File: config.mk
export PLATFORM = sky130hd
export DESIGN_NAME = rd_return_router_flat
export DESIGN_NICKNAME = d
export VERILOG_FILES = /design/src/rtl/rdr_pkg.sv /design/src/rtl/rd_return_router_if.sv /design/src/rtl/sync_fifo.sv /design/src/rtl/rd_return_router.sv /design/src/flat_wrapper.sv
export SDC_FILE = /design/constraint.sdc
export NUM_CORES = 1
export LEC_CHECK = 0
export CORE_ASPECT_RATIO = 0.6
export CORE_MARGIN = 3
export CORE_UTILIZATION = 41
export CTS_CLUSTER_SIZE = 30
export DETAILED_ROUTE_END_ITERATION = 10
export PLACE_DENSITY = 0.79
export SLEW_MARGIN = 0
export SYNTH_ARGS = -nofsm -noshare
export SYNTH_HDL_FRONTEND = slang
export SYNTH_HIERARCHICAL = 1
export SYNTH_SLANG_ARGS = --single-unit
File: constraint.sdc
create_clock -name clk -period 2.81 [get_ports clk]
set_input_delay 0.281 -clock clk [delete_from_list [all_inputs] [get_ports clk]]
set_output_delay 0.281 -clock clk [all_outputs]
set_load 0.03 [all_outputs]
File: src/rtl/rdr_pkg.sv
// Shared helpers for the read-data return router:
// width derivation and lane slicing.
package rdr_pkg;

  function automatic int clog2(input int value);
    int r;
    r = 32'sd0;
    while ((32'sd1 << r) < value) begin
      r = r + 32'sd1;
    end
    return r;
  endfunction

  function automatic int mid_w(input int n_masters);
    return (clog2(n_masters) > 32'sd1) ? clog2(n_masters) : 32'sd1;
  endfunction

  function automatic int cnt_w(input int depth);
    return clog2(depth + 32'sd1);
  endfunction

  // Low bit of lane index 'lane' in a flattened per-master data vector.
  function automatic int lane_lo(input int lane, input int data_w);
    return lane * data_w;
  endfunction

endpackage

File: src/rtl/rd_return_router_if.sv
// Signal bundle between one slave port's read path and its return router.
// The router takes the slave modport; whoever drives commands takes master.
interface rd_return_router_if #(
  parameter int N_MASTERS = 2,
  parameter int DATA_W    = 32,
  parameter int DEPTH     = 4
);
  import rdr_pkg::*;

  localparam int MID_W = mid_w(N_MASTERS);
  localparam int CNT_W = cnt_w(DEPTH);

  logic                          req_valid;
  logic [MID_W-1:0]              req_mid;
  logic                          req_ready;
  logic                          rsp_valid;
  logic [DATA_W-1:0]             rdata_in;
  logic [N_MASTERS*DATA_W-1:0]   rdata;
  logic [N_MASTERS-1:0]          data_read;
  logic [CNT_W-1:0]              outstanding;
  logic                          err_orphan;
  logic                          err_bad_mid;

  modport master (
    output req_valid, req_mid, rsp_valid, rdata_in,
    input  req_ready, rdata, data_read, outstanding, err_orphan, err_bad_mid
  );

  modport slave (
    input  req_valid, req_mid, rsp_valid, rdata_in,
    output req_ready, rdata, data_read, outstanding, err_orphan, err_bad_mid
  );

endinterface

File: src/rtl/sync_fifo.sv
// Single-clock FIFO with occupancy count. A pop is judged against the
// occupancy before this cycle's push, so an empty FIFO never forwards a same-cycle write.
module sync_fifo import rdr_pkg::*; #(
  parameter int WIDTH = 8,
  parameter int DEPTH = 4
) (
  input  logic                        clk,
  input  logic                        reset,
  input  logic                        push,
  input  logic [WIDTH-1:0]            wdata,
  input  logic                        pop,
  output logic [WIDTH-1:0]            rdata,
  output logic                        full,
  output logic                        empty,
  output logic [cnt_w(DEPTH)-1:0]     count
);

  localparam int PTR_W = clog2(DEPTH);
  localparam int CNT_W = cnt_w(DEPTH);

  logic [WIDTH-1:0] mem_q [DEPTH];
  logic [WIDTH-1:0] mem_d [DEPTH];
  logic [PTR_W-1:0] wr_ptr_q, wr_ptr_d;
  logic [PTR_W-1:0] rd_ptr_q, rd_ptr_d;
  logic [CNT_W-1:0] count_q, count_d;
  logic             push_ok_s, pop_ok_s;

  assign full      = (count_q == CNT_W'(DEPTH));
  assign empty     = (count_q == {CNT_W{1'b0}});
  assign count     = count_q;
  assign rdata     = mem_q[rd_ptr_q];
  assign push_ok_s = push && !full;
  assign pop_ok_s  = pop && !empty;

  // Pointers wrap naturally because DEPTH is a power of two.
  always_comb begin
    mem_d    = mem_q;
    wr_ptr_d = wr_ptr_q;
    rd_ptr_d = rd_ptr_q;
    count_d  = count_q;
    if (push_ok_s) begin
      mem_d[wr_ptr_q] = wdata;
      wr_ptr_d        = wr_ptr_q + PTR_W'(1);
    end else begin
      wr_ptr_d = wr_ptr_q;
    end
    if (pop_ok_s) begin
      rd_ptr_d = rd_ptr_q + PTR_W'(1);
    end else begin
      rd_ptr_d = rd_ptr_q;
    end
    case ({push_ok_s, pop_ok_s})
      2'b10:   count_d = count_q + CNT_W'(1);
      2'b01:   count_d = count_q - CNT_W'(1);
      default: count_d = count_q;
    endcase
  end

  always_ff @(posedge clk) begin
    if (reset) begin
      wr_ptr_q <= {PTR_W{1'b0}};
      rd_ptr_q <= {PTR_W{1'b0}};
      count_q  <= {CNT_W{1'b0}};
    end else begin
      wr_ptr_q <= wr_ptr_d;
      rd_ptr_q <= rd_ptr_d;
      count_q  <= count_d;
    end
  end

  // Storage contents are don't-care after reset, so no reset term here.
  always_ff @(posedge clk) begin
    mem_q <= mem_d;
  end

endmodule

File: src/rtl/rd_return_router.sv
// Read-data return router: queues the requester ID when a read command is accepted
// and steers each response beat, in order, onto that master's rdata lane.
module rd_return_router import rdr_pkg::*; #(
  parameter int N_MASTERS = 2,
  parameter int DATA_W    = 32,
  parameter int DEPTH     = 4
) (
  input  logic               clk,
  input  logic               reset,
  rd_return_router_if.slave  bus
);

  localparam int MID_W = mid_w(N_MASTERS);
  localparam int CNT_W = cnt_w(DEPTH);

  logic [N_MASTERS*DATA_W-1:0] rdata_q, rdata_d;
  logic [N_MASTERS-1:0]        data_read_q, data_read_d;
  logic                        err_orphan_q, err_orphan_d;
  logic                        err_bad_mid_q, err_bad_mid_d;
  logic [MID_W-1:0]            head_mid_s;
  logic [CNT_W-1:0]            count_s;
  logic                        full_s, empty_s, mid_ok_s, push_s, pop_s;

  // One extra bit so the compare also covers N_MASTERS equal to 2**MID_W.
  assign mid_ok_s = ({1'b0, bus.req_mid} < (MID_W+1)'(N_MASTERS));
  assign push_s   = bus.req_valid && !full_s && mid_ok_s;
  assign pop_s    = bus.rsp_valid && !empty_s;

  sync_fifo #(
    .WIDTH (MID_W),
    .DEPTH (DEPTH)
  ) u_id_fifo (
    .clk   (clk),
    .reset (reset),
    .push  (push_s),
    .wdata (bus.req_mid),
    .pop   (pop_s),
    .rdata (head_mid_s),
    .full  (full_s),
    .empty (empty_s),
    .count (count_s)
  );

  assign bus.req_ready   = !full_s;
  assign bus.outstanding = count_s;
  assign bus.rdata       = rdata_q;
  assign bus.data_read   = data_read_q;
  assign bus.err_orphan  = err_orphan_q;
  assign bus.err_bad_mid = err_bad_mid_q;

  always_comb begin
    rdata_d     = {(N_MASTERS*DATA_W){1'b0}};
    data_read_d = {N_MASTERS{1'b0}};
    for (int m = 0; m < N_MASTERS; m++) begin
      if (pop_s && (head_mid_s == MID_W'(m))) begin
        rdata_d[lane_lo(m, DATA_W) +: DATA_W] = bus.rdata_in;
        data_read_d[m]                        = 1'b1;
      end else begin
        data_read_d[m] = 1'b0;
      end
    end
    err_orphan_d  = err_orphan_q  || (bus.rsp_valid && empty_s);
    err_bad_mid_d = err_bad_mid_q || (bus.req_valid && !full_s && !mid_ok_s);
  end

  always_ff @(posedge clk) begin
    if (reset) begin
      rdata_q       <= {(N_MASTERS*DATA_W){1'b0}};
      data_read_q   <= {N_MASTERS{1'b0}};
      err_orphan_q  <= 1'b0;
      err_bad_mid_q <= 1'b0;
    end else begin
      rdata_q       <= rdata_d;
      data_read_q   <= data_read_d;
      err_orphan_q  <= err_orphan_d;
      err_bad_mid_q <= err_bad_mid_d;
    end
  end

endmodule

File: src/flat_wrapper.sv
// flat-port wrapper written by rule: the top's interface ports become plain ports
module rd_return_router_flat import rdr_pkg::*;
#(
  parameter int N_MASTERS = 2,
  parameter int DATA_W    = 32,
  parameter int DEPTH     = 4
)
  (clk, reset, bus_req_valid, bus_req_mid, bus_rsp_valid, bus_rdata_in, bus_req_ready, bus_rdata, bus_data_read, bus_outstanding, bus_err_orphan, bus_err_bad_mid);
  rd_return_router_if #(.N_MASTERS(N_MASTERS), .DATA_W(DATA_W), .DEPTH(DEPTH)) bus_i ();
  input  logic clk;
  input  logic reset;
  input wire logic [$bits(bus_i.req_valid)-1:0] bus_req_valid;
  input wire logic [$bits(bus_i.req_mid)-1:0] bus_req_mid;
  input wire logic [$bits(bus_i.rsp_valid)-1:0] bus_rsp_valid;
  input wire logic [$bits(bus_i.rdata_in)-1:0] bus_rdata_in;
  output wire logic [$bits(bus_i.req_ready)-1:0] bus_req_ready;
  output wire logic [$bits(bus_i.rdata)-1:0] bus_rdata;
  output wire logic [$bits(bus_i.data_read)-1:0] bus_data_read;
  output wire logic [$bits(bus_i.outstanding)-1:0] bus_outstanding;
  output wire logic [$bits(bus_i.err_orphan)-1:0] bus_err_orphan;
  output wire logic [$bits(bus_i.err_bad_mid)-1:0] bus_err_bad_mid;
  assign bus_i.req_valid = bus_req_valid;
  assign bus_i.req_mid = bus_req_mid;
  assign bus_i.rsp_valid = bus_rsp_valid;
  assign bus_i.rdata_in = bus_rdata_in;
  assign bus_req_ready = bus_i.req_ready;
  assign bus_rdata = bus_i.rdata;
  assign bus_data_read = bus_i.data_read;
  assign bus_outstanding = bus_i.outstanding;
  assign bus_err_orphan = bus_i.err_orphan;
  assign bus_err_bad_mid = bus_i.err_bad_mid;
  rd_return_router #(.N_MASTERS(N_MASTERS), .DATA_W(DATA_W), .DEPTH(DEPTH)) u_core (.clk(clk), .reset(reset), .bus(bus_i));
endmodule
======== Yosys cells after proc, flatten, opt, wreduce, memory -nomap -nowiden ========
Cells that the tools add are included.
word-level totals
  register bits after elaboration ......... 78
  latch bits .............................. 0
  bits in writable memories ............... 0
  bits in read-only memories .............. 0
  input bits .............................. 37
  output and inout port bits .............. 72
  word-level logic and storage cells ...... 50
  memories kept ........................... 0
cells by class
  $add $sub $neg .......................... 4
  multipliers ............................. 0
  div/mod/pow operators ................... 0
  $lt $le $gt $ge ......................... 3
  eq/ne operators ......................... 3
  shift-type cells ........................ 0
  muxes and demuxes ....................... 9
  bitwise gates (word level) .............. 5
  reduce and logical (&&, ||, !) cells .... 15
operators by type and width
  operator                                                               number
  1-bit logical AND                                                      8
  3-bit greater-or-equal comparator, second input constant               2
  2-bit NOT with 3-bit output                                            2
  3-bit case mux with 2 select lines                                     1
  1-bit two-way mux                                                      5
  2-bit by 1-bit adder with 2-bit output, second input constant          2
  4-bit bitwise mux                                                      1
  2-bit OR reduction                                                     2
  3-bit by 1-bit adder with 3-bit output, second input constant          1
  3-bit equality test, second input constant                             1
  3-bit zero test                                                        1
  3-bit by 1-bit < comparator with 1-bit output, second input constant   1
  1-bit NOT                                                              3
  3-bit by 1-bit subtractor with 3-bit output, second input constant     1
  1-bit binary-select mux with 2-bit select                              1
  1-bit demux with 2-bit select                                          1
  2-bit by 1-bit equality test with 1-bit output, second input constant  1
  2-bit equality test, second input constant                             1
  1-bit zero test                                                        2
  2-bit nonzero test                                                     1
  1-bit logical OR                                                       1

======== Logic depth before layout (Yosys ltp) ========
  depth after elaboration ................. 8
  gate-level depth with buffers ........... 11
  gate-level depth less buffers ........... 11

======== By module ========
The synthesis kept the hierarchy.
modules (own cells, without submodules)
  module            times used  cells each  area each (um2)  seq. area each (um2)
  rd_return_router  1           146         1869.3           1341.3
  sync_fifo         1           55          570.5            260.2

======== Least setup slack after synthesis ========
Ideal clock, no wire load.
  kind .................................... register -> register
  from .................................... register u_core.u_id_fifo.count_q[2] (netlist: u_core/u_id_fifo/count[2])
  to ...................................... register u_core.u_id_fifo.count_q[2] (netlist: u_core/u_id_fifo/count[2])
  setup time .............................. 70 ps
  arrival time ............................ 2359 ps
  required time ........................... 2740 ps
  path slack .............................. 382 ps
  cell stages (with the launch flop) ...... 12
  buffers on the path ..................... 0
  period minus slack after synthesis ...... 2428 ps
  cell sequence ........................... dfxtp_1 -> nor3b_2 -> nor2b_1 -> inv_1 -> nor2_1 -> inv_1 -> ha_1 -> inv_1 -> fa_1 -> xor2_1 -> or3_1 -> a21oi_1
on the way
  word-level cells in the longest chain between the ends .. 6
  elaborated cells on any way between the ends .. 14
  classes of those cells .................. 2 x add/sub; 3 x eq/ne; 1 x mux; 8 x reduce/logical
ends and longest elaborated chain
  what                                                                                          line                    source
  from (decl)                                                                                   sync_fifo.sv:25         logic [CNT_W-1:0] count_q, count_d;
  from (signal assigned)                                                                        sync_fifo.sv:63         count_q <= {CNT_W{1'b0}};
  from (signal assigned)                                                                        sync_fifo.sv:67         count_q <= count_d;
  3-bit equality test (*)                                                                       sync_fifo.sv:28         assign full = (count_q == CNT_W'(DEPTH));
  net u_core.full_s                                                                             rd_return_router.sv:22  logic full_s, empty_s, mid_ok_s, push_s, pop_s;
  1-bit zero test (*)                                                                           rd_return_router.sv:26  assign push_s = bus.req_valid && !full_s && mid_ok_s;
  1-bit logical AND (*)                                                                         --
  net u_core.push_s                                                                             rd_return_router.sv:22
  1-bit logical AND (*)                                                                         sync_fifo.sv:32         assign push_ok_s = push && !full;
  2-bit by 1-bit equality test with 1-bit output / 2-bit equality test (equally long branches)  sync_fifo.sv:52         case ({push_ok_s, pop_ok_s})
  3-bit case mux with 2 select lines / 2-bit nonzero test (equally long branches)               --
Mark *: on every way through the listed nets, which the timed path passes. The rest lies on a longest branch.
A chain may end at the register's enable or synchronous reset.

======== Worst setup path after layout ========
Same ends and word-level chain as after synthesis.

==> impl_metrics.env <==
export IMPL_status="finished clean"
export IMPL_hold_path_class="register to register"
export IMPL_critical_path_arrival_ns=2.68
export IMPL_largest_net_degree_at_the_start_of_global_routing=34
export IMPL_overflow=0
export IMPL_combined_area_of_all_synthesized_cells_um2=2440
export IMPL_finalSetupTns_ns=0
export IMPL_number_of_enable_flip_flop_cells_after_synthesis=4
export IMPL_synth_top_cells_by_area="dfxtp_1 (61%), and2_1 (17%), edfxtp_1 (4.9%)"
export IMPL_final_cell_mix="clkdlybuf4s50_1 (107), dfxtp_1 (74), and2_1 (68), clkbuf_8 (10), inv_1 (9)"
export IMPL_syn_to_final_growth_pct=54.6
export IMPL_cellPowerDensity_nw_per_um2=752
export IMPL_floorplan_die_width_um=106
export IMPL_synth_top_area_share_pct=60.7
export IMPL_antenna_cells=0
export IMPL_worst_path_max_fanout=7
export IMPL_post_synth_cell_area_avg_um2=12.1
export IMPL_mappedNetlistNets=244
export IMPL_ios=109
export IMPL_wire_per_inst_um=12.6
export IMPL_cts_buf_count=9
export IMPL_top_layer="met4"
export IMPL_global_route_usage_total_pct=15.5
export IMPL_vdd_drop_max_v=0.000421
export IMPL_timing_fmax_mhz=414
export IMPL_ys_warnings_count=6
export IMPL_drc=0
export IMPL_final_min_clock_period_ns=2.41
export IMPL_design_final_nets=358
export IMPL_cts_post_setup_buffers_inserted=0
export IMPL_max_cap_viol_count=0
export IMPL_filler_cell_count=439
export IMPL_drv_slew=0
export IMPL_number_of_global_route_vias_before_repair=1630
export IMPL_initial_utilization_pct=43.0
export IMPL_synth_cells=201
export IMPL_timing_clock_skew_ns=0.00769
export IMPL_critical_path_reg2reg_endpoint="u_core/u_id_fifo/count[2]"
export IMPL_static_leakage_power_nw=1.49
export IMPL_timing_setup_critical_path_class="register to register"
export IMPL_clk_pin_slew_ns=0.07
export IMPL_worstSetupStartpointType="register"
export IMPL_row_count=21
export IMPL_ys_async_sr_fraction_pct=0
export IMPL_grt_setup_unrepaired="no"
export IMPL_final_cells=399
export IMPL_synth_seq_area_share_pct=65.6
export IMPL_globalplace_congestion=0.744
export IMPL_synth_seq_cells=78
export IMPL_die_height_um=65.8
export IMPL_wl_mm=5.04
export IMPL_antenna_left=0
export IMPL_cts_root_to_sink_buffers=2
export IMPL_count_of_buffers_inserted_at_the_top_level_ports=107
export IMPL_cts_htree_levels=3
export IMPL_numPlacedInstances=384
export IMPL_r2r_start="u_core/u_id_fifo/count[2]"
export IMPL_timing_final_hold_violations=0
export IMPL_drt_vias_per_instance=4.23
export IMPL_wirelength_met1_mm=2.17
export IMPL_timing_critical_path_from="u_core/u_id_fifo/count[2]"
export IMPL_clock_latency_ns=0.33
export IMPL_synth_ff_type="dfxtp_1"
export IMPL_core_area_um2=5680
export IMPL_die_area_um2=6940
export IMPL_detailroute_wirelength_met3_um=692
export IMPL_finalPower_mw=2.84
export IMPL_report_final_setup_viol=0
export IMPL_worst_ep_required_time_ns=3.08
export IMPL_first_pass_iters=4
export IMPL_crit_end="u_core/u_id_fifo/count[2]"
export IMPL_met2RoutedLength_mm=2.15
export IMPL_finalCritPeriodShare_pct=85.9
export IMPL_clock_tree_from_tritoncts="yes"
export IMPL_detailed_place_hpwl_mm=3.77
export IMPL_crit_path_end_kind="register"
export IMPL_vias=1687
export IMPL_cts_root_buf="clkbuf_8"
export IMPL_first_pass_grt_wire_length_mm=8.08
export IMPL_cts_repair_resize_count=0
export IMPL_synth_cell_types=25
export IMPL_reg2reg_slack_ns=0.40
export IMPL_dr_first_iter_drc_count=26
export IMPL_holdBufCountCts=0
export IMPL_drive_gt1_share_pct=7.52
export IMPL_utilization_pct=66.5
export IMPL_yosysTopAreaCell="dfxtp_1"
export IMPL_layout_cells_most_common="clkdlybuf4s50_1"
export IMPL_reg2reg_depth=11
export IMPL_sink_count_of_the_clock_tree=78
export IMPL_grt_antenna_before_repair=0
-- flip-flops by register name, summed over array words and instances (netlist names) --
signal and flops:
u_core/u_id_fifo/count 3, u_core/bus.err_orphan 1, u_core/bus.rdata 64, u_core/u_id_fifo/mem_q 4, u_core/bus.data_read 2, u_core/u_id_fifo/wr_ptr_q 2, u_core/u_id_fifo/rd_ptr_q 2
-- logic make-up (layout without fill, tap and decap cells) --
logic type / count (synthesis) / count (layout) / synth area share (%)
and+or+nand+nor: 85 / 85 / 22.8
DFF: 78 / 78 / 65.6
buffers and inverters: 16 / 134 / 3.69
muxes: 1 / 1 / 0.923
xor gates and xnor gates: 3 / 3 / 1.08
other: 1 / 1 / 0.154
adders and majority gates: 6 / 6 / 3.38
AOI/OAI and AO/OA: 11 / 11 / 2.36
-- power by group --
part	switching (mW)	total [mW]	internal (mW)
Combinational	0.405	0.737	0.332
Sequential	0.0655	1.29	1.23
Clock	0.376	0.807	0.431
Total	0.846	2.84	1.99
-- area by class of cell --
type,instances,area [um2],share of cell area (%)
Sequential cell,78,1600,42.5
Timing Repair Buffer,110,1090,29.0
Multi-Input combinational cell,107,748,19.8
Clock buffer,10,138,3.65
Tap cell,80,100,2.65
Clock inverter,5,57.6,1.53
Inverter,9,33.8,0.896
-- metrics by stage --
step / hold slack [ns] / setup WS (ns) / cell area (um2)
final: 0.468 / 0.396 / 3770
after floorplan: 0.350 / 0.382 / 2440
after detailed placement: 0.458 / 0.389 / 3580
after global placement: 0.456 / 0.440 / 3580
after global routing: 0.495 / 0.0942 / 3770
after CTS: 0.476 / 0.385 / 3770
-- synthesized netlist by cell type, types with 3 or more instances --
cell type,count
a21oi_1,6
or3_1,3
nor2_1,6
inv_1,9
buf_2,3
dfxtp_1,74
buf_6,3
xor2_1,3
ha_1,5
and2_1,68
edfxtp_1,4
o21ai_0,4
-- critical path: stages (launching register included) --
cell and delay (ns):
dfxtp_1 0.43, nor3b_2 0.36, nor2b_1 0.11, inv_1 0.11, nor2_1 0.09, inv_1 0.08, ha_1 0.18, inv_1 0.06
fa_1 0.37, xor2_1 0.16, or3_1 0.30, a21oi_1 0.13
-- worst min-delay path by stage --
stage,startpoint,end,cells past startpoint
global placement,u_core/bus.err_orphan,u_core/bus.err_orphan,2
CTS,u_core/bus.err_orphan,u_core/bus.err_orphan,2
global route,bus_rdata_in[24],u_core/bus.rdata[24],2
finish,u_core/bus.err_orphan,u_core/bus.err_orphan,2
floorplan,reset,u_core/u_id_fifo/count[2],1
detailed placement,u_core/bus.err_orphan,u_core/bus.err_orphan,2
-- layer usage --
layer	GRT usage, %	up-vias
li1	-	852
met1	19.0	746
met2	23.1	84
met3	9.42	5
met4	3.88	0
met5	0	-
Note: power is estimated with default switching activity, not from simulation.
